--- src/rtl/cpu_ctrl_pkg.sv ---
// Shared types and encodings for the multi-cycle core controller.
package cpu_ctrl_pkg;

  // Controller state encoding. The numeric values are visible on the state port.
  typedef enum logic [2:0] {
    ST_IDLE   = 3'd0,
    ST_FETCH  = 3'd1,
    ST_DECODE = 3'd2,
    ST_EXEC   = 3'd3,
    ST_MEM    = 3'd4,
    ST_WB     = 3'd5,
    ST_HALT   = 3'd6,
    ST_ERROR  = 3'd7
  } state_e;

  // Opcodes (instruction[31:26]) that the controller distinguishes.
  localparam logic [5:0] OP_RTYPE = 6'b000000;
  localparam logic [5:0] OP_JAL   = 6'b000001;
  localparam logic [5:0] OP_J     = 6'b000010;
  localparam logic [5:0] OP_BEQ   = 6'b000100;
  localparam logic [5:0] OP_ORI   = 6'b000101;
  localparam logic [5:0] OP_ANDI  = 6'b000110;
  localparam logic [5:0] OP_LW    = 6'b100011;
  localparam logic [5:0] OP_SW    = 6'b101011;
  localparam logic [5:0] OP_HALT  = 6'b111111;

  // ALU operation select.
  typedef enum logic [1:0] {
    ALU_ADD    = 2'b00,
    ALU_SUB    = 2'b01,
    ALU_FUNCT  = 2'b10,
    ALU_OPCODE = 2'b11
  } alu_op_e;

  // PC source select.
  typedef enum logic [1:0] {
    PC_SRC_SEQ    = 2'b00,
    PC_SRC_BRANCH = 2'b01,
    PC_SRC_JUMP   = 2'b10
  } pc_src_e;

  localparam int unsigned WAIT_MAX_DEFAULT = 15;

  // Loads and stores go through the MEM state; everything else does not.
  function automatic logic is_mem_op(input logic [5:0] op);
    return (op == OP_LW) || (op == OP_SW);
  endfunction

endpackage

--- src/rtl/mem_wait_timer.sv ---
// Bounded-wait timer shared by the instruction and data memory handshakes.
// Reloaded on entry to a waiting state, it counts down once per waiting cycle
// and flags the last cycle in which an ack can still be accepted.
module mem_wait_timer #(
  parameter int unsigned WAIT_MAX = 15
) (
  input  logic clk,
  input  logic rst_n,
  input  logic clear_i,
  input  logic active_i,
  output logic timeout_o
);

  localparam int unsigned CNT_W = (WAIT_MAX > 0) ? $clog2(WAIT_MAX + 1) : 1;
  // Loaded with WAIT_MAX-1 so that the count reaches zero in wait cycle WAIT_MAX.
  localparam logic [CNT_W-1:0] LOAD_VAL = (WAIT_MAX > 0) ? CNT_W'(WAIT_MAX - 1) : '0;
  localparam logic ENABLED = (WAIT_MAX != 0);

  logic [CNT_W-1:0] cnt_q;
  logic [CNT_W-1:0] cnt_d;

  // Next count: reload on entry, count down while waiting, hold at terminal count.
  always_comb begin
    cnt_d = cnt_q;
    if (clear_i) begin
      cnt_d = LOAD_VAL;
    end else if (active_i && (cnt_q != '0)) begin
      cnt_d = cnt_q - CNT_W'(1);
    end
  end

  // Counter register.
  always_ff @(posedge clk or negedge rst_n) begin
    if (!rst_n) begin
      cnt_q <= '0;
    end else begin
      cnt_q <= cnt_d;
    end
  end

  // Terminal count while waiting: this is the final cycle an ack is honoured.
  assign timeout_o = ENABLED && active_i && (cnt_q == '0);

endmodule

--- src/rtl/multicycle_controller.sv ---
// Multi-cycle control FSM: sequences each instruction through fetch, decode,
// execute, memory and writeback, with bounded-wait memory handshakes.
//
//   state  | meaning
//   -------+------------------------------------------------------------
//   IDLE   | waiting for start, all strobes low
//   FETCH  | imem request held until ack; ack loads IR and PC+4
//   DECODE | capture opcode; jumps retire here, HALT parks the core
//   EXEC   | ALU step; BEQ resolves and retires here
//   MEM    | dmem request held until ack; SW retires here, LW goes on
//   WB     | register file write, retires
//   HALT   | halted, sticky until reset
//   ERROR  | memory timeout trap, sticky until reset
module multicycle_controller
  import cpu_ctrl_pkg::*;
#(
  parameter int unsigned WAIT_MAX = WAIT_MAX_DEFAULT
) (
  input  logic        clk,
  input  logic        rst_n,
  input  logic        start_i,
  input  logic [5:0]  op_i,
  input  logic        r_i,
  input  logic        i_i,
  input  logic        j_i,
  input  logic        alu_zero_i,
  input  logic        imem_ack_i,
  input  logic        dmem_ack_i,
  output logic        imem_req_o,
  output logic        ir_write_o,
  output logic        pc_write_o,
  output logic [1:0]  pc_src_o,
  output logic [1:0]  alu_op_o,
  output logic        reg_write_o,
  output logic        reg_dst_o,
  output logic        mem_to_reg_o,
  output logic        dmem_req_o,
  output logic        dmem_we_o,
  output logic        halted_o,
  output logic        error_o,
  output logic [2:0]  state_o,
  output logic [31:0] retired_o
);

  state_e      state_q;
  state_e      state_d;
  logic [5:0]  op_q;
  logic [5:0]  op_d;
  logic        r_q;
  logic        r_d;
  logic        i_q;
  logic        i_d;
  logic [31:0] retired_q;
  logic [31:0] retired_d;

  logic        retire;
  logic        timer_clear;
  logic        timer_active;
  logic        timeout;
  logic        alu_uses_funct;

  // The decoder's class flags are trusted; if it flags neither R nor I the
  // opcode alone decides whether the ALU follows the funct field.
  assign alu_uses_funct = r_q || (!i_q && (op_q == OP_RTYPE));

  assign timer_active = (state_q == ST_FETCH) || (state_q == ST_MEM);
  assign timer_clear  = (state_d != state_q) &&
                        ((state_d == ST_FETCH) || (state_d == ST_MEM));

  mem_wait_timer #(
    .WAIT_MAX (WAIT_MAX)
  ) u_wait_timer (
    .clk       (clk),
    .rst_n     (rst_n),
    .clear_i   (timer_clear),
    .active_i  (timer_active),
    .timeout_o (timeout)
  );

  // State register.
  always_ff @(posedge clk or negedge rst_n) begin
    if (!rst_n) begin
      state_q <= ST_IDLE;
    end else begin
      state_q <= state_d;
    end
  end

  // Next state and retire decision; an ack always beats a coincident timeout.
  always_comb begin
    state_d = state_q;
    retire  = 1'b0;
    case (state_q)
      ST_IDLE: begin
        if (start_i) begin
          state_d = ST_FETCH;
        end
      end
      ST_FETCH: begin
        if (imem_ack_i) begin
          state_d = ST_DECODE;
        end else if (timeout) begin
          state_d = ST_ERROR;
        end
      end
      ST_DECODE: begin
        if (op_i == OP_HALT) begin
          state_d = ST_HALT;
        end else if (j_i) begin
          state_d = ST_FETCH;
          retire  = 1'b1;
        end else begin
          state_d = ST_EXEC;
        end
      end
      ST_EXEC: begin
        if (op_q == OP_BEQ) begin
          state_d = ST_FETCH;
          retire  = 1'b1;
        end else if (is_mem_op(op_q)) begin
          state_d = ST_MEM;
        end else begin
          state_d = ST_WB;
        end
      end
      ST_MEM: begin
        if (dmem_ack_i) begin
          if (op_q == OP_SW) begin
            state_d = ST_FETCH;
            retire  = 1'b1;
          end else begin
            state_d = ST_WB;
          end
        end else if (timeout) begin
          state_d = ST_ERROR;
        end
      end
      ST_WB: begin
        state_d = ST_FETCH;
        retire  = 1'b1;
      end
      ST_HALT:  state_d = ST_HALT;
      ST_ERROR: state_d = ST_ERROR;
      default:  state_d = ST_IDLE;
    endcase
  end

  // Output strobes decoded from the current state.
  always_comb begin
    imem_req_o   = 1'b0;
    ir_write_o   = 1'b0;
    pc_write_o   = 1'b0;
    pc_src_o     = PC_SRC_SEQ;
    alu_op_o     = ALU_ADD;
    reg_write_o  = 1'b0;
    reg_dst_o    = 1'b0;
    mem_to_reg_o = 1'b0;
    dmem_req_o   = 1'b0;
    dmem_we_o    = 1'b0;
    halted_o     = 1'b0;
    error_o      = 1'b0;
    case (state_q)
      ST_FETCH: begin
        imem_req_o = 1'b1;
        if (imem_ack_i) begin
          ir_write_o = 1'b1;
          pc_write_o = 1'b1;
        end
      end
      ST_DECODE: begin
        if ((op_i != OP_HALT) && j_i) begin
          pc_write_o = 1'b1;
          pc_src_o   = PC_SRC_JUMP;
        end
      end
      ST_EXEC: begin
        if (op_q == OP_BEQ) begin
          alu_op_o = ALU_SUB;
          if (alu_zero_i) begin
            pc_write_o = 1'b1;
            pc_src_o   = PC_SRC_BRANCH;
          end
        end else if (is_mem_op(op_q)) begin
          alu_op_o = ALU_ADD;
        end else if (alu_uses_funct) begin
          alu_op_o = ALU_FUNCT;
        end else begin
          alu_op_o = ALU_OPCODE;
        end
      end
      ST_MEM: begin
        dmem_req_o = 1'b1;
        dmem_we_o  = (op_q == OP_SW);
      end
      ST_WB: begin
        reg_write_o  = 1'b1;
        reg_dst_o    = (op_q == OP_RTYPE);
        mem_to_reg_o = (op_q == OP_LW);
      end
      ST_HALT:  halted_o = 1'b1;
      ST_ERROR: error_o  = 1'b1;
      default: ;
    endcase
  end

  // Next values for the opcode/class latch and the retire counter.
  always_comb begin
    op_d      = op_q;
    r_d       = r_q;
    i_d       = i_q;
    retired_d = retired_q;
    if (state_q == ST_DECODE) begin
      op_d = op_i;
      r_d  = r_i;
      i_d  = i_i;
    end
    if (retire) begin
      retired_d = retired_q + 32'd1;
    end
  end

  // Opcode/class latch and retired-instruction counter.
  always_ff @(posedge clk or negedge rst_n) begin
    if (!rst_n) begin
      op_q      <= '0;
      r_q       <= 1'b0;
      i_q       <= 1'b0;
      retired_q <= '0;
    end else begin
      op_q      <= op_d;
      r_q       <= r_d;
      i_q       <= i_d;
      retired_q <= retired_d;
    end
  end

  assign state_o   = state_q;
  assign retired_o = retired_q;

endmodule

--- config.mk ---
export PLATFORM = sky130hd
export DESIGN_NAME = multicycle_controller
export DESIGN_NICKNAME = d
export VERILOG_FILES = /design/src/rtl/cpu_ctrl_pkg.sv /design/src/rtl/mem_wait_timer.sv /design/src/rtl/multicycle_controller.sv
export SDC_FILE = /design/constraint.sdc
export NUM_CORES = 1
export LEC_CHECK = 0
export BUFFER_PORTS_ARGS = -buffer_cell sky130_fd_sc_hd__buf_4
export CORE_AREA = 5 5 86 88
export DETAILED_ROUTE_END_ITERATION = 10
export DIE_AREA = 0 0 91 93
export GPL_ROUTABILITY_DRIVEN = 1
export PLACE_DENSITY = 0.67
export RECOVER_POWER = 50
export SLEW_MARGIN = 30
export SYNTH_ARGS = -nofsm -noshare
export SYNTH_HDL_FRONTEND = slang
export SYNTH_SLANG_ARGS = --single-unit
--- constraint.sdc ---
create_clock -name clk -period 5.4 [get_ports clk]
set_input_delay 0.27 -clock clk [delete_from_list [all_inputs] [get_ports clk]]
set_output_delay 0.27 -clock clk [all_outputs]
set_load 0.02 [all_outputs]
==> summary.md, run 1 <==
| Metric | Value |
|---|---|
| Final count of pins violating max slew | 48 |
| Dominant cell by count in the synthesized netlist | sky130_fd_sc_hd__dfrtp_1 |
| Largest delay share family, worst path | buffers and inverters |
| Final Hold Fails | 0 |
| Cell chain of the critical path | dlygate4sd3_1 -> clkbuf_1 |
| Final weighted congestion in routability-driven placement | 0.849 |
| Average via count per standard cell | 5.17 |
| Number of global-route vias before repair | 2141 |
| Avg Synthesized Cell Area | 9.94 sq um |
| Fmax | 368 MHz |
| Number of distinct library cell variants in the gate-level netlist after synthesis | 51 |
| Antenna cell count | 0 |
| IO Count | 64 |
| Fin area | 3040 sq um |
| Maximum number of pins on one net before global-route repair | 48 |
| Netlist Area Pre-Place | 2520 sq um |
| PostCTS Resize Cnt | 0 |
| Clock-pin transition on the worst setup and hold timing paths | 0.09 ns |
| Switching part of the total power | 23.4% |
| Number of maximum-capacitance constraint violations | 1 |
| Aggregate global routing overflow | 0 |
| Number of instances in the synthesized netlist | 254 |
| Most area-hungry cell type in the Yosys netlist | sky130_fd_sc_hd__dfrtp_1 |
| Number of synthesized flops with an enable pin | 0 |
| Most used flip-flop cell after synthesis | sky130_fd_sc_hd__dfrtp_1 |
| Top routing layer in use | met4 |
| Die height | 93 um |
| Post-layout util | 46.3% |
| Number of iterations in the first detailed-routing pass | 4 |
| Slew margin rel. | -68.7% |
| Buffer cell driving the clock tree root | sky130_fd_sc_hd__clkbuf_8 |
| Initial core utilization | 38.4% |
| Number of nets in the layout | 337 |
| Run status | finished with violations |
| HPWL after DPL | 4440 um |
| Internal power | 450 uW |
| Number of buffer and inverter stages on the critical path | 2 |
| Layout overhead on the synthesized area | 20.4% |
| Violation count after the first detailed-route iteration | 81 |
| Residual DRC count | 0 |
| Ratio of cells with drive above 1 in the final layout | 18.8% |
| Clk Latency, worst-skew pair | 0.30 ns |
| Met2 layer wire length in the routed design | 2770 um |
| Logic pwr share | 3.3% |
| Number of H-tree levels | 2 |
| FF+latch count, synth | 47 |
| Input/output buffers | 63 |
| Minimum clock period after layout | 2.72 ns |
| Count of warnings emitted by yosys | 0 |
| Share of synthesized registers carrying an async set or reset | 100% |
| Failing checks | max-capacitance violations, max-slew violations |
| Pleak | 1.39 nW |
| Instance area at placement | 3040 sq um |
| Global-route wire length before repair | 10600 um |
| Core Footprint | 6570 sq um |
| CP Data Required Time | 5.28 ns |
| WP data arrival | 2.60 ns |
| Remaining antenna violation count after routing | 0 |
| Highest fanout seen on the critical path | 47 |
| Setup repair after global routing missed its margin | no |
| Buffers inserted by post-CTS timing repair | 0 |
| Dominant cells by area after synthesis | sky130_fd_sc_hd__dfrtp_1 47%, sky130_fd_sc_hd__xnor2_1 8.3%, sky130_fd_sc_hd__nand2_1 6.4%, sky130_fd_sc_hd__xor2_1 3.5%, sky130_fd_sc_hd__nand3_1 3.0% |
| Power per Cell Area | 193 nW/um^2 |
| Total GRT Usage | 14.9% |
| Total CTS buffers | 5 |
| Type of the worst setup path | in -> async |
| Post-route fraction of the period consumed by the critical path | 50.3% |
| Tightest Hold Check Type | in -> reg |
| Critical path's largest stage delay | 1.78 ns |
| Row count | 30 |
| Routed wl met3 | 405 um |
| Switch Pwr | 138 uW |
| Wire length on met1 | 2830 um |
| Wire length reported by the detailed router | 6020 um |
| Count of vias placed by the detailed router | 2067 |
| CTS hold repair buffers | 1 |
| Sequential power share | 59.9% |
| Post-route clock skew | 0.00740 ns |
| Crit. End Element | asynchronous set/reset pin |
| Antenna violations before repair | 0 |
| Clock tree from TritonCTS | done |
| Clock network power share | 36.8% |
| Max stage delay cell, worst path | sky130_fd_sc_hd__clkbuf_1 |
| Clock Sink Count | 47 |
| Average wire length per cell after detail routing | 15.1 um |
| Die span in x | 91 um |
| Most numerous cell types in the synthesized netlist | 47 x sky130_fd_sc_hd__dfrtp_1, 43 x sky130_fd_sc_hd__nand2_1, 24 x sky130_fd_sc_hd__xnor2_1 |
| Setup Viol. Count Final | 0 |
| Setup total negative slack | 0 ns |
| Clock tree buffer depth | 2 |
| IR drop worst, VDD | 96.4 uV |
| Measured slew at the worst slew-check pin | 2.53 ns |
| Fraction of the yosys area taken by sequential cells | 46.6% |
| Net count of the mapped netlist | 272 |
| Die Outline Area | 8460 sq um |
| Synth top area share | 46.6% |
| Type of element launching the critical path | input pin |
## stage by stage
stage,instances,power (mW),hold slack [ns],setup WS [ns]
floorplan,254,0.361,-0.0256,3.34
global placement,391,0.378,0.320,3.13
detailed placement,391,0.378,0.321,3.06
CTS,400,0.595,0.146,3.05
global route,400,0.610,0.144,1.97
finish,400,0.587,0.161,2.68
## area by class of cell
| type | count | area [sq um] |
|---|---|---|
| clock inverters | 3 | 20.0 |
| multi-input cells | 192 | 1250 |
| well taps | 80 | 100 |
| repair buffers | 64 | 389 |
| inverters | 9 | 33.8 |
| clock buffers | 5 | 68.8 |
| flip-flops and latches | 47 | 1180 |
| fillers | 675 | 3530 |
## placed cells by master (no fill, tap or decap), types with 3 or more instances in the layout
cell,n
sky130_fd_sc_hd__nor2_1,17
sky130_fd_sc_hd__xor2_1,10
sky130_fd_sc_hd__nor3_1,6
sky130_fd_sc_hd__nand2_1,43
sky130_fd_sc_hd__or3_1,3
sky130_fd_sc_hd__ha_1,3
sky130_fd_sc_hd__and2_1,6
sky130_fd_sc_hd__buf_4,38
sky130_fd_sc_hd__nor4_1,3
sky130_fd_sc_hd__nand4_1,8
sky130_fd_sc_hd__xnor2_1,24
sky130_fd_sc_hd__nand3_1,15
sky130_fd_sc_hd__clkbuf_8,5
sky130_fd_sc_hd__clkbuf_1,25
sky130_fd_sc_hd__inv_1,9
sky130_fd_sc_hd__dfrtp_1,47
sky130_fd_sc_hd__and4_1,3
sky130_fd_sc_hd__and3_1,10
## logic make-up (layout without fill, tap and decap cells)
| kind of cell | Yosys count | after routing | synth area share [%] |
|---|---|---|---|
| compound gates | 22 | 22 | 7.48 |
| fa+ha+maj | 3 | 3 | 1.49 |
| simple gates | 132 | 132 | 28.4 |
| mux | 1 | 1 | 0.446 |
| flops | 47 | 47 | 46.6 |
| buf+inv | 15 | 81 | 3.82 |
| xor+xnor | 34 | 34 | 11.8 |
## final timing paths
path                                from             to  slack, ns  cells after the start
max                                rst_n   retired_o[4]       2.68                      2
min                                  i_i            i_q       0.16                      3
max reg2reg                   state_o[1]  retired_o[31]       3.08                      6
min reg2reg                retired_o[31]  retired_o[31]       0.49                      1
max in group clk              state_o[1]  retired_o[31]       3.08                      6
min in group asynchronous          rst_n            i_q       1.29                      2
## flip-flops by register name (all words and copies together) (netlist names)
name	flops
u_wait_timer.cnt_q	4
r_q	1
op_q	6
retired_o	32
i_q	1
state_o	3
## per-layer routing
layer | global-route usage [%] | up-vias
li1 | - | 1012
met1 | 20.5 | 987
met2 | 23.2 | 65
met3 | 4.26 | 3
met4 | 3.67 | 0
met5 | 0 | -
## power by group through the flow
stage                     Sequential (mW)  Clock [mW]  Combinational [mW]
final                               0.352       0.216              0.0195
after global routing                0.352       0.236              0.0228
after CTS                           0.352       0.223              0.0205
after detailed placement            0.359           0              0.0198
after global placement              0.359           0              0.0198
after floorplan                     0.359           0             0.00239
No activity file was read; power rests on OpenSTA's default activity.
==> inputs of run 2 (changes only) <==
Settings changed: ABC_AREA from default to 1, CORE_AREA 5 5 86 88 to 5 5 92 94, DIE_AREA 0 0 91 93 to 0 0 97 99, PLACE_DENSITY 0.67 to 0.66.
Clock period 5.4 ns to 2.54 ns, I/O delays scaled along.
==> run 2 against run 1 <==
  * Count of clock-buffer cells in the layout increased by 1
  * Routed wire length is 26% higher
  * The flow now finishes without violations
  * Critical path depth is 8 higher
  * Worst setup slack got worse by 2.2 ns
==> summary.md, run 2 <==
| Metric | Value |
|---|---|
| Number of synthesized flops with an enable pin | 0 |
| Layout overhead on the synthesized area | 19.7% |
| Xor/xnor share of the synthesized area | 8.63% |
| Total GRT Usage | 16.1% |
| Dominant cell by count in the synthesized netlist | sky130_fd_sc_hd__nand2_1 |
| Setup total negative slack | 0 ns |
| Count of warnings emitted by yosys | 0 |
| Aggregate global routing overflow | 0 |
| Measured slew at the worst slew-check pin | 1.14 ns |
| Worst Reg-to-Reg Cells | 10 |
| Switching part of the total power | 44.4% |
| Final setup margin | 0.501 ns |
| Most used flip-flop cell after synthesis | sky130_fd_sc_hd__dfrtp_1 |
| Netlist Area Pre-Place | 2940 sq um |
| FF+latch count, synth | 47 |
| Post-layout util | 46.5% |
| Residual DRC count | 0 |
| Setup repair after global routing missed its margin | no |
| Share of synthesized registers carrying an async set or reset | 100% |
| WHS Path Cells | 3 |
| Most numerous cell types in the synthesized netlist | 136 x sky130_fd_sc_hd__nand2_1, 60 x sky130_fd_sc_hd__nor2_1, 47 x sky130_fd_sc_hd__dfrtp_1, 47 x sky130_fd_sc_hd__inv_1, 27 x sky130_fd_sc_hd__nand3_1 |
| Total CTS buffers | 5 |
| Post-route fraction of the period consumed by the critical path | 80.3% |
| Tightest Hold Check Type | in -> reg |
| Instance area at placement | 3500 sq um |
| Average wire length per cell after detail routing | 12.9 um |
| Buffers inserted by post-CTS timing repair | 0 |
| Type of the worst setup path | reg -> reg |
| Post-Synth Adder-Cell Area | 1.28% |
| Most area-hungry cell type in the Yosys netlist | sky130_fd_sc_hd__dfrtp_1 |
| Simple-gate portion of the synthesized area | 36.7% |
| Number of iterations in the first detailed-routing pass | 5 |
| Crit. End Element | flip-flop |
| Avg Synthesized Cell Area | 6.97 sq um |
| Switch Pwr | 1.32 mW |
| Slew margin rel. | 23.8% |
| Violation count after the first detailed-route iteration | 144 |
| Filler instances | 808 |
| Commonest non-fill, non-tap cells in the layout | 136 x sky130_fd_sc_hd__nand2_1, 60 x sky130_fd_sc_hd__nor2_1, 47 x sky130_fd_sc_hd__inv_1, 47 x sky130_fd_sc_hd__dfrtp_1, 40 x sky130_fd_sc_hd__buf_4 |
| Clock-pin transition on the worst setup and hold timing paths | 0.09 ns |
| Die Outline Area | 9600 sq um |
| Net count of the mapped netlist | 440 |
| Core Footprint | 7570 sq um |
| CP Data Required Time | 2.77 ns |
| Placement Setup Slack | 0.549 ns |
| Final count of pins violating max slew | 0 |
| Number of instances in the synthesized netlist | 422 |
| PostCTS Resize Cnt | 0 |
| Input/output buffers | 63 |
| Synth top area share | 40.0% |
| Clock tree buffer depth | 2 |
| Row count | 32 |
| Clk Latency, worst-skew pair | 0.30 ns |
| Number of maximum-capacitance constraint violations | 0 |
| Share of synthesized area spent on multiplexers | 0.383% |
| Fraction of the yosys area taken by sequential cells | 40.0% |
| Compound-Gate Fraction of Synth Area | 4.38% |
| Number of H-tree levels | 2 |
| Remaining antenna violation count after routing | 0 |
| Number of nets in the layout | 505 |
| Fin area | 3520 sq um |
| Maximum number of pins on one net before global-route repair | 48 |
| Global-route wire length before repair | 13000 um |
| Antenna cell count | 0 |
| Type of element launching the critical path | flip-flop |
| Dominant cells by area after synthesis | sky130_fd_sc_hd__dfrtp_1 40%, sky130_fd_sc_hd__nand2_1 17%, sky130_fd_sc_hd__nor2_1 7.7%, sky130_fd_sc_hd__xor2_1 6.3%, sky130_fd_sc_hd__inv_1 6.0% |
| Logic pwr share | 44.0% |
| HPWL after DPL | 5910 um |
| IO Count | 64 |
| Number of global-route vias before repair | 2837 |
| Ratio of cells with drive above 1 in the final layout | 13.3% |
| Buffer cell driving the clock tree root | sky130_fd_sc_hd__clkbuf_8 |
| IR drop worst, VDD | 500 uV |
| Die height | 99 um |
| Average via count per standard cell | 4.88 |
| Number of distinct library cell variants in the gate-level netlist after synthesis | 25 |
| Main combinational cell family by area after synthesis | simple AND/OR/NAND/NOR gates |
| Count of vias placed by the detailed router | 2877 |
| Power per Cell Area | 843 nW/um^2 |
| Run status | complete, no violations |
| Wire length reported by the detailed router | 7600 um |
| Minimum clock period after layout | 2.04 ns |
| Fmax | 490 MHz |
| Antenna violations before repair | 0 |
| Pleak | 1.64 nW |
| Clock tree from TritonCTS | done |
| WP data arrival | 2.27 ns |
| Setup Viol. Count Final | 0 |
| Max FFs per register | 32 |
| Final Hold Fails | 0 |
| Most common cell after layout, fill and taps aside | sky130_fd_sc_hd__nand2_1 |
| Die span in x | 97 um |
| Highest fanout seen on the critical path | 7 |
| Post-route clock skew | 0.00901 ns |
| Initial core utilization | 38.9% |
| Final weighted congestion in routability-driven placement | 0.950 |
| Power consumption | 2.97 mW |
| Internal power | 1.65 mW |
| Sequential power share | 37.9% |
| Clock network power share | 18.1% |
| Clock Sink Count | 47 |
[run 2: worst paths after layout]
check,start,endpoint,slack (ns)
hold / removal,i_i,i_q,0.03
setup / recovery,retired_o[0],retired_o[18],0.50
min in group asynchronous,rst_n,retired_o[7],0.59
max in group asynchronous,rst_n,retired_o[24],1.26
hold reg to reg,op_q[0],op_q[0],0.51
setup reg to reg,retired_o[0],retired_o[18],0.50
[run 2: layout make-up]
class                   count  area, sq um  share of cell area (%)
clock inverters             1         30.0                   0.853
inverters                  53          199                    5.65
clock buffers               6         72.6                    2.06
well taps                 102          128                    3.62
multi-input cells         314         1510                    42.9
repair buffers             66          405                    11.5
flip-flops and latches     47         1180                    33.4
[run 2: stage by stage]
step,hold WS [ns],cells
3_5_place_dp,0.176,581
3_3_place_gp,0.172,581
6_report,0.0307,589
4_1_cts,0.0253,589
2_1_floorplan,-0.169,422
5_1_grt,0.0442,589
[run 2: what timing repair did]
item,in CTS,in global routing
endpoints found under the setup margin,0,0
endpoints found under the hold margin,47,0
hold buffers,1,0
[run 2: critical path, stage by stage, from the launching register on]
cell and delay, ns:
sky130_fd_sc_hd__dfrtp_1 0.49, sky130_fd_sc_hd__ha_1 0.24, sky130_fd_sc_hd__nand3_1 0.16, sky130_fd_sc_hd__nor2_2 0.21, sky130_fd_sc_hd__inv_1 0.11, sky130_fd_sc_hd__nor2_2 0.18
sky130_fd_sc_hd__inv_2 0.08, sky130_fd_sc_hd__nor2_2 0.15, sky130_fd_sc_hd__nand3_1 0.10, sky130_fd_sc_hd__nor2_1 0.13, sky130_fd_sc_hd__xor2_1 0.14
[run 2: cells by family (layout without fill, tap and decap cells)]
kind of cell,after synthesis,count (layout)
flip-flops,47,47
AO/OA/AOI/OAI,25,25
XOR/XNOR,29,29
adder cells (fa/ha/maj),3,3
buffers and inverters,61,126
AND/OR/NAND/NOR,256,256
multiplexers,1,1
[run 2: power groups by stage]
stage / Sequential [mW] / Clock (mW) / Combinational (mW)
finish: 1.12 / 0.537 / 1.31
detailed placement: 1.14 / 0 / 1.34
global route: 1.16 / 0.581 / 1.47
CTS: 1.13 / 0.552 / 1.35
floorplan: 1.18 / 0 / 0.868
global placement: 1.13 / 0 / 1.32
[run 2: metal layers]
metal / track usage, % / part of all wire (%) / up-vias
met5: 0 / 0 / -
met4: 4.32 / 1.5 / 0
met3: 4.18 / 7.2 / 16
met2: 27.9 / 48 / 117
met1: 19.9 / 43 / 1299
li1: - / - / 1445
